**src/rtl/fetch_pkg.sv**
```systemverilog
// Shared types and sizing helpers for the instruction fetch/prefetch unit.
`ifndef DATA_WIDTH
`define DATA_WIDTH 8
`endif

package fetch_pkg;

  localparam int unsigned DefaultMemWidth = `DATA_WIDTH;

  typedef enum logic [0:0] {
    StFetch,
    StFull
  } fetch_state_e;

  // Memory beats needed to assemble one instruction.
  function automatic int unsigned beats(input int unsigned inst_width,
                                        input int unsigned mem_width);
    return inst_width / mem_width;
  endfunction

  function automatic int unsigned bytes_per_beat(input int unsigned mem_width);
    return mem_width / 8;
  endfunction

endpackage

```
**src/rtl/fetch_queue.sv**
```systemverilog
// Synchronous prefetch FIFO; entry 0 is always the head, vacated slots read as zero.
module fetch_queue #(
  parameter int unsigned DEPTH = 2,
  parameter type entry_t = logic [63:0],
  localparam int unsigned CntW = $clog2(DEPTH + 1)
) (
  input  logic            clk_i,
  input  logic            rst_i,
  input  logic            push_i,
  input  logic            pop_i,
  input  logic            flush_i,
  input  entry_t          data_i,
  output logic            full_o,
  output logic            empty_o,
  output logic [CntW-1:0] count_o,
  output entry_t          head_o
);

  entry_t          entries_q [DEPTH];
  entry_t          entries_d [DEPTH];
  logic [CntW-1:0] count_q, count_d;
  logic            full_q, empty_q;

  always_comb begin
    entries_d = entries_q;
    count_d   = count_q;
    if (flush_i) begin
      for (int i = 0; i < int'(DEPTH); i++) entries_d[i] = '0;
      count_d = '0;
    end else begin
      // Pop first so a push into a full queue with a pop lands in the freed slot.
      if (pop_i && count_q != '0) begin
        for (int i = 0; i < int'(DEPTH) - 1; i++) entries_d[i] = entries_q[i + 1];
        entries_d[DEPTH-1] = '0;
        count_d = count_q - 1'b1;
      end
      if (push_i && count_d != CntW'(DEPTH)) begin
        for (int i = 0; i < int'(DEPTH); i++) begin
          if (count_d == CntW'(i)) entries_d[i] = data_i;
        end
        count_d = count_d + 1'b1;
      end
    end
  end

  always_ff @(posedge clk_i) begin
    if (rst_i) begin
      for (int i = 0; i < int'(DEPTH); i++) entries_q[i] <= '0;
      count_q <= '0;
      full_q  <= 1'b0;
      empty_q <= 1'b1;
    end else begin
      entries_q <= entries_d;
      count_q   <= count_d;
      full_q    <= (count_d == CntW'(DEPTH));
      empty_q   <= (count_d == '0);
    end
  end

  assign head_o  = entries_q[0];
  assign count_o = count_q;
  assign full_o  = full_q;
  assign empty_o = empty_q;

endmodule

```
**src/rtl/fetch_prefetch.sv**
```systemverilog
// Instruction fetch unit: assembles narrow memory beats into instructions and
// buffers them for decode, with a single-cycle PC redirect.
module fetch_prefetch
  import fetch_pkg::*;
#(
  parameter int unsigned           INST_WIDTH = 32,
  parameter int unsigned           MEM_WIDTH  = DefaultMemWidth,
  parameter int unsigned           ADDR_WIDTH = 32,
  parameter int unsigned           DEPTH      = 2,
  parameter logic [ADDR_WIDTH-1:0] RESET_PC   = '0
) (
  input  logic                  i_clk,
  input  logic                  i_rst,
  input  logic [ADDR_WIDTH-1:0] i_pc,
  input  logic                  i_pc_load,
  output logic [ADDR_WIDTH-1:0] o_mem_addr,
  output logic                  o_mem_req,
  output logic                  o_mem_write,
  input  logic [MEM_WIDTH-1:0]  i_mem_data,
  input  logic                  i_mem_valid,
  output logic [INST_WIDTH-1:0] o_inst,
  output logic [ADDR_WIDTH-1:0] o_inst_pc,
  output logic                  o_valid,
  input  logic                  i_ready
);

  localparam int unsigned Beats = beats(INST_WIDTH, MEM_WIDTH);
  localparam int unsigned BeatW = (Beats > 1) ? $clog2(Beats) : 1;
  localparam int unsigned CntW  = $clog2(DEPTH + 1);
  localparam logic [ADDR_WIDTH-1:0] BeatStep = ADDR_WIDTH'(bytes_per_beat(MEM_WIDTH));
  localparam logic [ADDR_WIDTH-1:0] InstStep = ADDR_WIDTH'(INST_WIDTH / 8);

  typedef struct packed {
    logic [INST_WIDTH-1:0] inst;
    logic [ADDR_WIDTH-1:0] pc;
  } entry_t;

  fetch_state_e          state_q;
  logic [ADDR_WIDTH-1:0] addr_q;
  logic [ADDR_WIDTH-1:0] base_q;
  logic [BeatW-1:0]      beat_q;
  logic [INST_WIDTH-1:0] asm_q, asm_d;

  logic            accept, last_beat, push, pop, next_full;
  logic            q_full, q_empty;
  logic [CntW-1:0] q_count;
  entry_t          q_head, push_entry;

  assign o_mem_req   = (state_q == StFetch);
  assign o_mem_addr  = addr_q;
  assign o_mem_write = 1'b0;

  assign accept    = o_mem_req & i_mem_valid;
  assign last_beat = accept && (beat_q == BeatW'(Beats - 1));
  assign push      = last_beat && !i_pc_load;
  assign pop       = !q_empty && i_ready;

  // Queue occupancy after this cycle's push/pop reaches DEPTH.
  assign next_full = (q_full && !pop) ||
                     (push && !pop && q_count == CntW'(DEPTH - 1));

  // First beat lands in the MSBs.
  always_comb begin
    asm_d = asm_q;
    for (int k = 0; k < int'(Beats); k++) begin
      if (beat_q == BeatW'(k)) asm_d[INST_WIDTH-1-k*MEM_WIDTH -: MEM_WIDTH] = i_mem_data;
    end
  end

  assign push_entry = '{inst: asm_d, pc: base_q};

  always_ff @(posedge i_clk) begin
    if (i_rst) begin
      state_q <= StFetch;
      addr_q  <= RESET_PC;
      base_q  <= RESET_PC;
      beat_q  <= '0;
      asm_q   <= '0;
    end else if (i_pc_load) begin
      state_q <= StFetch;
      addr_q  <= i_pc;
      base_q  <= i_pc;
      beat_q  <= '0;
      asm_q   <= '0;
    end else begin
      if (accept) begin
        if (last_beat) begin
          beat_q <= '0;
          asm_q  <= '0;
          base_q <= base_q + InstStep;
          addr_q <= base_q + InstStep;
        end else begin
          beat_q <= beat_q + 1'b1;
          asm_q  <= asm_d;
          addr_q <= addr_q + BeatStep;
        end
      end
      unique case (state_q)
        StFetch: if (next_full) state_q <= StFull;
        StFull:  if (pop) state_q <= StFetch;
        default: state_q <= StFetch;
      endcase
    end
  end

  fetch_queue #(
    .DEPTH  (DEPTH),
    .entry_t(entry_t)
  ) u_queue (
    .clk_i  (i_clk),
    .rst_i  (i_rst),
    .push_i (push),
    .pop_i  (pop),
    .flush_i(i_pc_load),
    .data_i (push_entry),
    .full_o (q_full),
    .empty_o(q_empty),
    .count_o(q_count),
    .head_o (q_head)
  );

  assign o_valid   = !q_empty;
  assign o_inst    = q_head.inst;
  assign o_inst_pc = q_head.pc;

endmodule

```
**config.mk**
```make
export PLATFORM = sky130hd
export DESIGN_NAME = fetch_prefetch
export DESIGN_NICKNAME = d
export VERILOG_FILES = /design/src/rtl/fetch_pkg.sv /design/src/rtl/fetch_queue.sv /design/src/rtl/fetch_prefetch.sv
export SDC_FILE = /design/constraint.sdc
export NUM_CORES = 1
export LEC_CHECK = 0
export ABC_AREA = 1
export CORE_MARGIN = 10
export CORE_UTILIZATION = 53
export CTS_BUF_LIST = sky130_fd_sc_hd__clkbuf_4 sky130_fd_sc_hd__clkbuf_8
export DETAILED_ROUTE_END_ITERATION = 12
export GPL_TIMING_DRIVEN = 1
export PLACE_DENSITY_LB_ADDON = 0.12
export SYNTH_ARGS = -nofsm -noshare
export SYNTH_HDL_FRONTEND = slang
export SYNTH_HIERARCHICAL = 1
export SYNTH_SLANG_ARGS = --single-unit
```
**constraint.sdc**
```tcl
create_clock -name i_clk -period 2.1 [get_ports i_clk]
set_input_delay 0.525 -clock i_clk [delete_from_list [all_inputs] [get_ports i_clk]]
set_output_delay 0.525 -clock i_clk [all_outputs]
set_load 0.1 [all_outputs]
```
After elaboration in Yosys (flattened, before gate mapping)
Cells that the tools add are included.

cells by class
  bitwise gates (word level) = 2
  add/sub/neg operators = 5
  multiplexer cells = 23
  reduce and logical (&&, ||, !) cells = 20
  equality and inequality tests = 7

operators with widths
  kind                                                                 number
  128-bit two-way mux                                                  2
  32-bit two-way mux                                                   7
  64-bit two-way mux                                                   2
  32-bit by 1-bit adder with 32-bit output (second input constant)     1
  32-bit by 3-bit adder with 32-bit output (second input constant)     1
  8-bit two-way mux                                                    4
  2-bit two-way mux                                                    5
  1-bit logical AND                                                    8
  2-bit by 1-bit == test with 1-bit output (second input constant)     3
  2-bit == test (second input constant)                                3
  2-bit zero test                                                      3
  2-bit nonzero test                                                   3
  2-bit by 1-bit adder with 2-bit output (second input constant)       2
  1-bit zero test                                                      3
  1-bit two-way mux                                                    2
  2-bit != test (second input constant)                                1
  1-bit one-hot mux with 2 select lines                                1
  2-bit AND reduction                                                  1
  2-bit OR reduction                                                   1
  2-bit by 1-bit subtractor with 2-bit output (second input constant)  1
  1-bit bitwise AND                                                    1
  1-bit logical OR                                                     1
  1-bit NOT                                                            1

storage, ports and cells
  output and inout port bits = 99
  logic and storage cells = 69
  input bits = 45
  bits in registers = 231

Depth between registers and ports, before layout
  word-level depth = 10
  mapped depth = 17
  mapped depth without buffers = 15

Modules after synthesis
The synthesis kept the hierarchy.

modules (own cells, without submodules)
  module          instances  area an instance (µm²)  seq. area each (µm²)  cells an instance
  fetch_queue     1          6299.8                  2642.5                883
  fetch_prefetch  1          6222.2                  1981.9                980

Worst setup path after synthesis
No wires, ideal clock.

  path type = reg2reg
  from = register state_q
  to = register u_queue/entries_q[57] in the netlist's numbering
  buffers on the path = 3
  data arrival time = 2227 ps
  path slack = -248 ps
  cell stages (with the launch flop) = 14
  setup time = 122 ps
  required time = 1978 ps
  period minus slack after synthesis = 2348 ps
  path through = dfxtp_1 > inv_1 > nand2_1 > inv_2 > nand2_2 > nor2_2 > buf_2 > nand2_4 > inv_2 > nand2_2 > buf_6 > buf_4 > o21ai_1 > a21oi_1

between the ends
  cells in the longest elaborated chain, start to end = 6

RTL lines
  element                   line                  source
  start: declaration        fetch_prefetch.sv:38  fetch_state_e state_q;
  start signal: assignment  fetch_prefetch.sv:74  state_q <= StFetch;
  start signal: assignment  fetch_prefetch.sv:80  state_q <= StFetch;
  start signal: assignment  fetch_prefetch.sv:99  StFetch: if (next_full) state_q <= StFull;
  1-bit NOT                 --
  via o_mem_req             fetch_prefetch.sv:17  output logic o_mem_req,
  1-bit bitwise AND         fetch_prefetch.sv:53  assign accept = o_mem_req & i_mem_valid;
  1-bit logical AND         fetch_prefetch.sv:54  assign last_beat = accept && (beat_q == BeatW'(Beats - 1));
  1-bit logical AND         fetch_prefetch.sv:55  assign push = last_beat && !i_pc_load;
  via push                  fetch_prefetch.sv:44  logic accept, last_beat, push, pop, next_full;
  1-bit logical AND         fetch_queue.sv:37     if (push_i && count_d != CntW'(DEPTH)) begin
  128-bit two-way mux       fetch_queue.sv:37
  end signal: assignment    fetch_queue.sv:53     entries_q <= entries_d;
  end: declaration          fetch_queue.sv:19     entry_t entries_q [DEPTH];

The timed path passes the listed nets, and every way through them passes these cells.
A chain may end at the register's enable or synchronous reset.

Worst setup path after layout
  from = register u_queue.count_q[0] (netlist: u_queue/count_o[0])
  to = register u_queue.entries_q (netlist bit u_queue/head_o[1])

between the ends
  cells in the longest elaborated chain, start to end = 7
  elaborated cells on any way between the ends = 11
  classes of those cells = 1 x add/sub; 1 x eq/ne; 5 x mux; 4 x reduce/logical

RTL lines
  element                                                                                              line               source
  start: declaration                                                                                   fetch_queue.sv:21  logic [CntW-1:0] count_q, count_d;
  start signal: assignment                                                                             fetch_queue.sv:54  count_q <= count_d;
  parallel branches: the longest is 6 deep, another holds 2-bit by 1-bit subtractor with 2-bit output  --
  128-bit two-way mux *                                                                                fetch_queue.sv:37

Every way passes the cells marked *. The select of a mux whose other input is x is not followed.

==> flow_summary.toml <==
[run_status]
outcome = "finished, final reports clean"

[worst_setup_path]
r2r_slack_ns = 0.12
path_max_fanout = 15
worstSetupStartpointType = "flop"
worstSetupPathType = "flop to flop"
arrival_ns = 2.41
critPathRequiredTime_ns = 2.53
setup.worst_path.end_class = "flop"

[layout]
area_growth_pct = 20.69
utilization_pct = 64.77
layout_common_cells = "nand2_1, nor2_1, dfxtp_1, a21oi_1, buf_4"
layout.cells.most_common = "nand2_1"
drive_above_1_share_pct = 17.86
fillerInstances = 2190
multi_input_area_sq_um = 6417
num_antenna_cells = 0
fin_nets = 2003
seqCellArea_sq_um = 4643

[sta]
period_share_pct = 94.34
timing_max_transition_violations_final = 0
setup_viol = 0
skew_ns = 0.03807
finalCriticalPeriod_ns = 1.981
fin_ws_ns = 0.1188
hold_viol = 0
max_freq_mhz = 504.8
worst_pin_slew_ns = 0.7781
slew_headroom_pct = 48.12

[clocking]
cts_made_buffers = 41
cts_sinks = 231
clk_latency_ns = 0.55
clkTransAtPathRegs_ns = 0.06
htreeDepth = 2
cts_tree = "built"
root_buffer = "clkbuf_8"
cts_buffer_depth = 3
holdBufCountCts = 0

[global_route]
grt_max_degree = 75
first_global_vias = 11260
grt_pass1_wl_mm = 59.91
grt_use_total_pct = 23.83
antenna_found_initial = 0
grt.overflow.total = 0

[placement]
hpwl_mm = 26.89
portBuffers = 142
place_congestion = 0.9305
pre_cts_slack_ns = -0.4484

[logic_synthesis]
syn_area_per_cell_sq_um = 6.721
syn_inst = 1863
syn_area_sq_um = 12520
ys_types = 46
yosys_warnings = 6
ys_ff_latch = 231
synth_seq_area_share_pct = 36.93
syn-num-nets = 1918

[hold_path]
hold_class = "input pin to flop"

[routing]
via_per_inst = 5.283
wl_mm = 38.29
drt_first_pass_iters = 6
drc = 0
wl_per_cell_um = 16.68
vias = 12129
drt-initial-drc-count = 986
ant_nets = 0

[pwr]
power_leakage_uw = 0.006232
power.density_nw_per_um2 = 691.3
vdd.ir_drop.worst_mv = 0.3889

[floorplanning]
start_util_pct = 53.67
die_h_um = 173.7
core_sq_um = 23330
row_count = 56
die_x_um = 173.7
ios = 144
dieArea_sq_um = 30180

[flow_run]
max-cap-violations = 0
==> report_power, final <==
group / total (uW) / leakage [uW] / switching, uW / internal, uW
combinational: 1390 / 0.00388 / 882 / 503
sequential: 4630 / 0.00188 / 148 / 4480
clock: 4430 / 0.000468 / 1870 / 2560
total: 10400 / 0.00623 / 2900 / 7550
==> area by class of cell <==
type	instances	area share, %
clock buffer	69	5.663
clock inverter	3	0.1904
inverter	104	2.707
multi-input combinational	1350	42.46
sequential	231	30.72
tap	319	2.641
timing repair buffer	220	15.61
==> metrics by stage <==
| step | std cells | area, sq um | TNS, ns | hold WS [ns] | total power, uW |
|---|---|---|---|---|---|
| 2_1_floorplan | 1863 | 12560 | 0 | 0.4184 | 5523 |
| 4_1_cts | 2291 | 14960 | 0 | 0.3500 | 10510 |
| 3_5_place_dp | 2219 | 14080 | -54.01 | 0.4299 | 6095 |
| 6_report | 2296 | 15110 | 0 | 0.3938 | 10450 |
| 3_3_place_gp | 2219 | 14080 | -49.91 | 0.4247 | 6087 |
| 5_1_grt | 2296 | 15110 | -0.04067 | 0.4287 | 10820 |
==> path summary, 6_finish.rpt <==
check	start	end	depth (start not counted)
worst max-delay path	u_queue/count_o[0]	u_queue/head_o[1]	13
worst min-delay path	i_pc_load	u_queue/full_o	5
worst max register to register	u_queue/count_o[0]	u_queue/head_o[1]	13
worst min register to register	asm_q[7]	asm_q[7]	2
==> metal layers <==
metal / GRT usage [%] / routed length [um] / vias up
met3: 4.269 / 2527 / 62
li1: - / - / 6153
met1: 29.74 / 16410 / 5509
met4: 7.553 / 965 / 0
met2: 40.78 / 18390 / 405
met5: 0 / 0 / -
==> sequential cells by signal, indices dropped and copies added (netlist names) <==
signal	flops
u_queue/entries_q	64
u_queue/count_o	2
o_mem_addr	32
u_queue/full_o	1
u_queue/head_o	64
base_q	32
u_queue/empty_o	1
state_q	1
asm_q	32
beat_q	2
==> cells by family (layout without fill, tap and decap cells) <==
| family | Yosys count | after routing | share of synthesized area [%] |
|---|---|---|---|
| other | 1 | 1 | 0.02995 |
| AO/OA/AOI/OAI | 357 | 357 | 14.93 |
| multiplexers | 24 | 24 | 2.158 |
| buffers and inverters | 282 | 396 | 12.26 |
| AND/OR/NAND/NOR | 939 | 939 | 31.37 |
| adder cells (fa/ha/maj) | 10 | 10 | 0.9992 |
| flip-flops | 231 | 231 | 36.93 |
| XOR/XNOR | 19 | 19 | 1.329 |
==> what timing repair did <==
item	in CTS	in global routing
resized for setup	0	15
setup buffers	0	1
endpoints found under the setup margin	0	64
==> critical path: stages, from the launching register on <==
cell      delay (ns)
dfxtp_1         0.32
inv_1           0.07
ha_1            0.20
inv_2           0.10
nand2_4         0.06
nand2_1         0.07
nand2_2         0.06
buf_4           0.15
ha_1            0.24
nand2_8         0.14
clkinv_8        0.10
buf_12          0.17
nor2_1          0.12
nor2_1          0.06
==> Yosys cell counts (all sizes together) <==
library cell,count,area [sq um]
xnor2,9,78.83
and2,1,6.260
buf,152,1046
conb,1,3.750
a41oi,1,8.760
or2,2,12.52
o21ai,188,944.7
a311oi,1,8.760
ha,10,125.1
o211ai,6,45.04
inv,103,386.6
nor2,244,1006
nand2,540,2087
and3,1,6.260
nor3,15,96.35
nand4,4,25.02
a221oi,1,8.760
o21bai,2,15.01
o221a,1,11.26
nand3b,9,67.56
a21oi,135,683.2
xor2,10,87.58
a21o,1,7.510
a31oi,17,106.4
a22oi,2,15.01
clkinv,1,5.000
a211oi,2,15.01
dfxtp,231,4624
mux2,24,270.3
clkbuf,26,97.59
nand3,123,620.6
No activity file was read; power rests on OpenSTA's default activity.
